===== src/rtl/tcpc_transmit_arbiter_pkg.sv =====
// Shared definitions for the TCPC transmit arbiter: state encoding,
// TRANSMIT register field positions and SOP* / reset type codes.
package tcpc_pkg;

  typedef enum logic [5:0] {
    ST_IDLE     = 6'b000001,
    ST_SOP_WAIT = 6'b000010,
    ST_SOP_GAP  = 6'b000100,
    ST_ABORT    = 6'b001000,
    ST_HR_WAIT  = 6'b010000,
    ST_REPORT   = 6'b100000
  } state_e;

  localparam int TX_TYPE_LSB  = 0;
  localparam int TX_TYPE_MSB  = 2;
  localparam int TX_RETRY_LSB = 4;
  localparam int TX_RETRY_MSB = 5;

  localparam logic [2:0] TYPE_SOP             = 3'd0;
  localparam logic [2:0] TYPE_SOP_PRIME       = 3'd1;
  localparam logic [2:0] TYPE_SOP_DPRIME      = 3'd2;
  localparam logic [2:0] TYPE_SOP_DBG_PRIME   = 3'd3;
  localparam logic [2:0] TYPE_SOP_DBG_DPRIME  = 3'd4;
  localparam logic [2:0] TYPE_HARD_RESET      = 3'd5;
  localparam logic [2:0] TYPE_CABLE_RESET     = 3'd6;
  localparam logic [2:0] TYPE_RESERVED        = 3'd7;

  function automatic logic is_reset_type(input logic [2:0] t);
    return (t == TYPE_HARD_RESET) || (t == TYPE_CABLE_RESET);
  endfunction

endpackage


===== src/rtl/tcpc_transmit_arbiter_if.sv =====
// Register-block / PHY facing signals of the transmit arbiter.
// The slave modport is the arbiter; master is the surrounding logic.
interface tcpc_transmit_arbiter_if;
  logic       transmit_req;
  logic [7:0] TRANSMIT;
  logic       rx_busy;
  logic       phy_done;
  logic       phy_fail;
  logic       phy_request;
  logic [2:0] phy_sop_type;
  logic       phy_abort;
  logic       ALERT_TransmitSuccessful;
  logic       ALERT_TransmitSOPMessageFailed;
  logic       ALERT_TransmitSOPMessageDiscarded;
  logic       busy;

  modport slave (
    input  transmit_req, TRANSMIT, rx_busy, phy_done, phy_fail,
    output phy_request, phy_sop_type, phy_abort, ALERT_TransmitSuccessful,
           ALERT_TransmitSOPMessageFailed, ALERT_TransmitSOPMessageDiscarded, busy
  );

  modport master (
    output transmit_req, TRANSMIT, rx_busy, phy_done, phy_fail,
    input  phy_request, phy_sop_type, phy_abort, ALERT_TransmitSuccessful,
           ALERT_TransmitSOPMessageFailed, ALERT_TransmitSOPMessageDiscarded, busy
  );
endinterface


===== src/rtl/tcpc_down_timer.sv =====
// Loadable down-counter that saturates at zero; expired while the count is zero.
module tcpc_down_timer #(
  parameter int unsigned TIMER_W = 32
) (
  input  logic               clk,
  input  logic               reset,
  input  logic               load,
  input  logic [TIMER_W-1:0] load_value,
  input  logic               enable,
  output logic               expired
);

  logic [TIMER_W-1:0] value_q, value_d;

  always_comb begin
    value_d = value_q;
    if (load)
      value_d = load_value;
    else if (enable && (value_q != '0))
      value_d = value_q - 1'b1;
  end

  always_ff @(posedge clk or posedge reset) begin
    if (reset) value_q <= '0;
    else       value_q <= value_d;
  end

  assign expired = (value_q == '0);

endmodule


===== src/rtl/tcpc_transmit_arbiter.sv =====
// Schedules SOP* transmissions with retries and Hard/Cable Reset signalling,
// with reset pre-empting an in-flight message; outcomes are one-cycle alerts.
module tcpc_transmit_arbiter
  import tcpc_pkg::*;
#(
  parameter int unsigned TIMER_W         = 32,
  parameter int unsigned MAX_RESET_TIMER = 1000,
  parameter int unsigned MAX_TX_TIMER    = 200
) (
  input  logic                  clk,
  input  logic                  reset,
  tcpc_transmit_arbiter_if.slave bus
);

  state_e       state_q, state_d;
  logic [2:0]   type_q, type_d;
  logic [1:0]   retry_q, retry_d;
  logic [2:0]   attempts_q, attempts_d;
  logic         phy_request_q, phy_request_d;
  logic         phy_abort_q, phy_abort_d;
  logic         succ_q, succ_d;
  logic         fail_q, fail_d;
  logic         disc_q, disc_d;
  logic         busy_q, busy_d;

  logic               tmr_load, tmr_enable, tmr_expired;
  logic [TIMER_W-1:0] tmr_value;
  logic [2:0]         req_type;
  logic               req_reset;
  logic [2:0]         attempts_next;

  assign req_type      = bus.TRANSMIT[TX_TYPE_MSB:TX_TYPE_LSB];
  assign req_reset     = bus.transmit_req && is_reset_type(req_type);
  assign attempts_next = attempts_q + 3'd1;
  assign tmr_enable    = (state_q == ST_SOP_WAIT) || (state_q == ST_HR_WAIT);

  tcpc_down_timer #(.TIMER_W(TIMER_W)) u_timer (
    .clk        (clk),
    .reset      (reset),
    .load       (tmr_load),
    .load_value (tmr_value),
    .enable     (tmr_enable),
    .expired    (tmr_expired)
  );

  always_comb begin
    state_d    = state_q;
    type_d     = type_q;
    retry_d    = retry_q;
    attempts_d = attempts_q;
    succ_d     = 1'b0;
    fail_d     = 1'b0;
    disc_d     = 1'b0;
    phy_abort_d = 1'b0;
    tmr_load   = 1'b0;
    tmr_value  = TIMER_W'(MAX_TX_TIMER);

    // A message request that cannot be started is dropped with a Discarded pulse.
    if (bus.transmit_req && !is_reset_type(req_type) && (state_q != ST_IDLE))
      disc_d = 1'b1;

    unique case (state_q)
      ST_IDLE: begin
        if (bus.transmit_req) begin
          if (is_reset_type(req_type)) begin
            type_d    = req_type;
            state_d   = ST_HR_WAIT;
            tmr_load  = 1'b1;
            tmr_value = TIMER_W'(MAX_RESET_TIMER);
          end else if (req_type == TYPE_RESERVED) begin
            state_d = ST_REPORT;
            fail_d  = 1'b1;
          end else if (bus.rx_busy) begin
            state_d = ST_REPORT;
            disc_d  = 1'b1;
          end else begin
            type_d     = req_type;
            retry_d    = bus.TRANSMIT[TX_RETRY_MSB:TX_RETRY_LSB];
            attempts_d = 3'd0;
            state_d    = ST_SOP_WAIT;
            tmr_load   = 1'b1;
          end
        end
      end
      ST_SOP_WAIT, ST_SOP_GAP: begin
        if (req_reset) begin
          type_d      = req_type;
          state_d     = ST_ABORT;
          phy_abort_d = 1'b1;
          disc_d      = 1'b1;
        end else if (state_q == ST_SOP_GAP) begin
          state_d  = ST_SOP_WAIT;
          tmr_load = 1'b1;
        end else if (bus.phy_done) begin
          state_d = ST_REPORT;
          succ_d  = 1'b1;
        end else if (bus.phy_fail || tmr_expired) begin
          attempts_d = attempts_next;
          if (attempts_next > {1'b0, retry_q}) begin
            state_d = ST_REPORT;
            fail_d  = 1'b1;
          end else begin
            state_d = ST_SOP_GAP;
          end
        end
      end
      ST_ABORT: begin
        state_d   = ST_HR_WAIT;
        tmr_load  = 1'b1;
        tmr_value = TIMER_W'(MAX_RESET_TIMER);
      end
      ST_HR_WAIT: begin
        if (bus.phy_done) begin
          state_d = ST_REPORT;
          succ_d  = 1'b1;
        end else if (tmr_expired) begin
          state_d = ST_REPORT;
          fail_d  = 1'b1;
        end
      end
      ST_REPORT: state_d = ST_IDLE;
      default:   state_d = ST_IDLE;
    endcase

    phy_request_d = (state_d == ST_SOP_WAIT) || (state_d == ST_HR_WAIT);
    busy_d        = (state_d != ST_IDLE);
  end

  always_ff @(posedge clk or posedge reset) begin
    if (reset) begin
      state_q       <= ST_IDLE;
      type_q        <= 3'd0;
      retry_q       <= 2'd0;
      attempts_q    <= 3'd0;
      phy_request_q <= 1'b0;
      phy_abort_q   <= 1'b0;
      succ_q        <= 1'b0;
      fail_q        <= 1'b0;
      disc_q        <= 1'b0;
      busy_q        <= 1'b0;
    end else begin
      state_q       <= state_d;
      type_q        <= type_d;
      retry_q       <= retry_d;
      attempts_q    <= attempts_d;
      phy_request_q <= phy_request_d;
      phy_abort_q   <= phy_abort_d;
      succ_q        <= succ_d;
      fail_q        <= fail_d;
      disc_q        <= disc_d;
      busy_q        <= busy_d;
    end
  end

  assign bus.phy_request                       = phy_request_q;
  assign bus.phy_sop_type                      = type_q;
  assign bus.phy_abort                         = phy_abort_q;
  assign bus.ALERT_TransmitSuccessful          = succ_q;
  assign bus.ALERT_TransmitSOPMessageFailed    = fail_q;
  assign bus.ALERT_TransmitSOPMessageDiscarded = disc_q;
  assign bus.busy                              = busy_q;

endmodule


===== src/flat_wrapper.sv =====
// flat-port wrapper written by rule: the top's interface ports become plain ports
module tcpc_transmit_arbiter_flat import tcpc_pkg::*;
#(
  parameter int unsigned TIMER_W         = 32,
  parameter int unsigned MAX_RESET_TIMER = 1000,
  parameter int unsigned MAX_TX_TIMER    = 200
)
  (clk, reset, bus_transmit_req, bus_TRANSMIT, bus_rx_busy, bus_phy_done, bus_phy_fail, bus_phy_request, bus_phy_sop_type, bus_phy_abort, bus_ALERT_TransmitSuccessful, bus_ALERT_TransmitSOPMessageFailed, bus_ALERT_TransmitSOPMessageDiscarded, bus_busy);
  tcpc_transmit_arbiter_if bus_i ();
  input  logic clk;
  input  logic reset;
  input wire logic [$bits(bus_i.transmit_req)-1:0] bus_transmit_req;
  input wire logic [$bits(bus_i.TRANSMIT)-1:0] bus_TRANSMIT;
  input wire logic [$bits(bus_i.rx_busy)-1:0] bus_rx_busy;
  input wire logic [$bits(bus_i.phy_done)-1:0] bus_phy_done;
  input wire logic [$bits(bus_i.phy_fail)-1:0] bus_phy_fail;
  output wire logic [$bits(bus_i.phy_request)-1:0] bus_phy_request;
  output wire logic [$bits(bus_i.phy_sop_type)-1:0] bus_phy_sop_type;
  output wire logic [$bits(bus_i.phy_abort)-1:0] bus_phy_abort;
  output wire logic [$bits(bus_i.ALERT_TransmitSuccessful)-1:0] bus_ALERT_TransmitSuccessful;
  output wire logic [$bits(bus_i.ALERT_TransmitSOPMessageFailed)-1:0] bus_ALERT_TransmitSOPMessageFailed;
  output wire logic [$bits(bus_i.ALERT_TransmitSOPMessageDiscarded)-1:0] bus_ALERT_TransmitSOPMessageDiscarded;
  output wire logic [$bits(bus_i.busy)-1:0] bus_busy;
  assign bus_i.transmit_req = bus_transmit_req;
  assign bus_i.TRANSMIT = bus_TRANSMIT;
  assign bus_i.rx_busy = bus_rx_busy;
  assign bus_i.phy_done = bus_phy_done;
  assign bus_i.phy_fail = bus_phy_fail;
  assign bus_phy_request = bus_i.phy_request;
  assign bus_phy_sop_type = bus_i.phy_sop_type;
  assign bus_phy_abort = bus_i.phy_abort;
  assign bus_ALERT_TransmitSuccessful = bus_i.ALERT_TransmitSuccessful;
  assign bus_ALERT_TransmitSOPMessageFailed = bus_i.ALERT_TransmitSOPMessageFailed;
  assign bus_ALERT_TransmitSOPMessageDiscarded = bus_i.ALERT_TransmitSOPMessageDiscarded;
  assign bus_busy = bus_i.busy;
  tcpc_transmit_arbiter #(.TIMER_W(TIMER_W), .MAX_RESET_TIMER(MAX_RESET_TIMER), .MAX_TX_TIMER(MAX_TX_TIMER)) u_core (.clk(clk), .reset(reset), .bus(bus_i));
endmodule

===== config.mk =====
export PLATFORM = sky130hd
export DESIGN_NAME = tcpc_transmit_arbiter_flat
export DESIGN_NICKNAME = d
export VERILOG_FILES = /design/src/rtl/tcpc_transmit_arbiter_pkg.sv /design/src/rtl/tcpc_transmit_arbiter_if.sv /design/src/rtl/tcpc_down_timer.sv /design/src/rtl/tcpc_transmit_arbiter.sv /design/src/flat_wrapper.sv
export SDC_FILE = /design/constraint.sdc
export NUM_CORES = 1
export LEC_CHECK = 0
export CAP_MARGIN = 20
export CORE_MARGIN = 3
export CORE_UTILIZATION = 62
export CTS_CLUSTER_DIAMETER = 200
export CTS_CLUSTER_SIZE = 14
export DETAILED_ROUTE_END_ITERATION = 8
export GPL_ROUTABILITY_DRIVEN = 1
export HOLD_SLACK_MARGIN = 0.02
export MAX_ROUTING_LAYER = met4
export PLACE_DENSITY = 0.9
export SLEW_MARGIN = 30
export SYNTH_ARGS = -nofsm -noshare
export SYNTH_HDL_FRONTEND = slang
export SYNTH_SLANG_ARGS = --single-unit

===== constraint.sdc =====
create_clock -name clk -period 3.7 [get_ports clk]
set_input_delay 1.11 -clock clk [delete_from_list [all_inputs] [get_ports clk]]
set_output_delay 1.11 -clock clk [all_outputs]
set_load 0.005 [all_outputs]

==> results by group <==
STA
  – RSZ-0062 raised after global routing: false
  – Final hold vios: 0
  – Final setup fails: 0
  – Setup TNS: 0 ps
  – Period utilisation layout: 0.801
  – Fmax: 338 MHz
  – Final min period: 2960 ps
  – Worst slew margin: 0.493
  – Max-slew violation count: 0
  – Actual slew at the worst max-slew pin: 754 ps
  – Clk_skew: 9.46 ps

Placement
  – Placed instance count: 349
  – Placement Cell Area: 3020 sq um
  – Routability Congestion: 0.890
  – # port buffers: 19
  – DP HPWL: 4100 microns

Global route
  – GRT Resource Usage Total: 0.245
  – Pin count of the biggest net entering global routing: 53
  – First-pass GRT wire length: 9890 microns
  – Vias in the first global route: 2,083
  – Initial antenna violation count: 0
  – GR Overflow Total: 0

Yosys
  – Synthesized flop and latch total: 52
  – Yosys Warn Count: 0
  – Synth cell types: 53
  – Mapped Cells: 282
  – Mapped cell area: 2770 sq um
  – Synthesized Nets: 300
  – Top_reg_cell synth: dfrtp_1
  – Sequential fraction of the synthesis area: 0.471
  – EDFF count, synth: 0
  – Avg Inst Size Synth: 9.81 sq um
  – FFs w/ async S/R, synth: 1.00

Worst setup path
  – Worst-path fanout max: 14
  – Worst EP arrival: 3160 ps
  – CP max-delay cell: clkdlybuf4s50_1
  – Crit-path most repeated cell: buf_4
  – Slowest stage delay, CP: 500 ps
  – CP required: 3900 ps
  – Worst-path cell chain: clkdlybuf4s50_1, o21a_1, o211ai_1, o221ai_2, buf_4, buf_4, nor2_1, a21oi_1, o211a_1
  – CP startpoint kind: input port
  – Crit Path Class: in -> reg
  – Crit. End Element: flop

Clocking
  – Resize count post-CTS: 0
  – Clock sink total: 52
  – Post-CTS Hold Buffers: 0
  – H-tree depth: 2
  – CTS tree: built
  – Max clock buf depth: 2
  – Root Driver: clkbuf_8
  – Clock transition at path regs: 90 ps
  – Clk_lat worst skew: 300 ps
  – Total CTS buffers: 5
  – Setup bufs post-CTS: 0

Outcome
  – Status: completed

Route
  – Via count: 2,265
  – Routed wire length per instance: 16.0 microns
  – DR iter-0 viols: 238
  – Residual DRC: 0
  – Pre-Repair DR Iteration Count: 5
  – DRT antenna net count: 0
  – Final wirelength: 5710 microns
  – DR vias/cell: 6.34

Power and ir drop
  – Maximum vdd drop: 0.336 mV
  – Power Dens Cells: 531 nW/um^2
  – Total power: 1.65 mW
  – Leak: 1.36 nW

Floorplanning
  – Chip width: 72.8 microns
  – Core Rows: 23
  – Core Region: 4140 sq um
  – Starting Density: 0.667
  – Full die area: 5300 sq um
  – Io pins: 23
  – Die boundary height: 72.8 microns

Cells and area
  – Share of cells above drive strength 1: 0.107
  – Finished Layout Cells: 357
  – Final Net Count: 324
  – Synth-to-Final Area Change: 12.5%
  – Commonest non-fill, non-tap cell in the layout: dfrtp_1
  – Antenna diodes: 0
  – Most frequent cells in the layout: dfrtp_1, nor2_1, clkdlybuf4s50_1
  – Final Cell Area: 3110 sq um

Hold path
  – Hold Path Class: reg -> reg

Flow run
  – Max Cap Viol: 0
==> final timing paths <==
| check | depth (start not counted) | endpoint | from | slack, ps |
|---|---|---|---|---|
| setup reg to reg | 7 | u_core.u_timer.value_q[9]$_DFFE_PP0P_ | u_core.state_q[2]$_DFF_PP0_ | 920 |
| hold reg to reg | 1 | u_core.attempts_q[2]$_DFFE_PP0P_ | u_core.attempts_q[2]$_DFFE_PP0P_ | 500 |
| setup / recovery | 9 | u_core.u_timer.value_q[8]$_DFFE_PP0P_ | bus_TRANSMIT[0] | 740 |
| hold / removal | 1 | u_core.attempts_q[2]$_DFFE_PP0P_ | u_core.attempts_q[2]$_DFFE_PP0P_ | 500 |
| max in group asynchronous | 3 | u_core.u_timer.value_q[21]$_DFFE_PP0P_ | reset | 1990 |
| min in group asynchronous | 3 | u_core.u_timer.value_q[22]$_DFFE_PP0P_ | reset | 1300 |
==> worst max-delay path: cells and delay by family <==
kind	cells	cell delay, ps
AO/OA/AOI/OAI	5	950
buffers and inverters	3	900
AND/OR/NAND/NOR	1	200
==> area by class of cell <==
type                            instances  area, sq um
Clock buffer                            7         86.3
Clock inverter                          1         7.51
Fill cell                             296         1030
Inverter                                8         30.0
Multi-Input combinational cell        214         1390
Sequential cell                        52         1300
Tap cell                               50         62.6
Timing Repair Buffer                   25          235
==> where the power goes <==
| part | leakage (nW) | switching (mW) | internal (mW) | total, mW |
|---|---|---|---|---|
| Clock | 0.0445 | 0.178 | 0.152 | 0.331 |
| Combinational | 0.622 | 0.316 | 0.256 | 0.573 |
| Sequential | 0.690 | 0.0844 | 0.664 | 0.748 |
| Total | 1.36 | 0.579 | 1.07 | 1.65 |
==> routing by layer <==
layer / share of wire / global-route usage / up-vias / wire length [microns]
met3: 0.047 / 0.0455 / 11 / 270
li1: - / - / 1102 / -
met1: 0.47 / 0.339 / 1072 / 2670
met4: 0.011 / 0.0594 / 0 / 63
met5: 0 / - / - / 0
met2: 0.47 / 0.376 / 80 / 2700
==> per-stage QoR <==
stage	util	hold slack, ps	setup slack (ps)
after global routing	0.751	514	562
final	0.751	502	738
after detailed placement	0.728	491	427
after CTS	0.751	503	754
after floorplan	-	450	1150
after global placement	0.728	460	465
==> kinds of logic (layout without fill, tap and decap cells) <==
family | after synthesis | after routing | synth area share
AO/OA/AOI/OAI | 72 | 72 | 0.181
XOR/XNOR | 14 | 14 | 0.0443
adder cells (fa/ha/maj) | 4 | 4 | 0.0181
buffers and inverters | 16 | 41 | 0.0294
flip-flops | 52 | 52 | 0.471
multiplexers | 7 | 7 | 0.0290
AND/OR/NAND/NOR | 117 | 117 | 0.228
==> flip-flops by register name, summed over array words and instances, names as in the netlist <==
name,flops
u_core.bus.phy_abort,1
u_core.retry_q,2
u_core.state_q,6
u_core.bus.ALERT_TransmitSOPMessageFailed,1
u_core.bus.busy,1
u_core.bus.phy_request,1
u_core.bus.ALERT_TransmitSuccessful,1
u_core.bus.ALERT_TransmitSOPMessageDiscarded,1
u_core.attempts_q,3
u_core.u_timer.value_q,32
u_core.bus.phy_sop_type,3
==> synthesized netlist by cell type, types with 3 or more instances <==
cell | count | area share
nand2b_1 | 3 | 0.0068
and3_1 | 5 | 0.011
nand4_1 | 4 | 0.0090
o31ai_1 | 10 | 0.027
nand3_1 | 13 | 0.024
xnor2_1 | 6 | 0.019
ha_1 | 4 | 0.018
nor2b_1 | 3 | 0.0068
nor2_1 | 33 | 0.045
nor3_1 | 11 | 0.020
inv_1 | 8 | 0.011
a21oi_1 | 16 | 0.029
o211ai_1 | 8 | 0.022
o21ai_0 | 14 | 0.025
or4_1 | 10 | 0.027
or2_2 | 3 | 0.0068
a31oi_1 | 3 | 0.0068
nand2_1 | 17 | 0.023
or3_1 | 3 | 0.0068
xor2_1 | 8 | 0.025
mux2_2 | 4 | 0.016
dfrtp_1 | 51 | 0.46
Note: power is estimated with default switching activity, not from simulation.
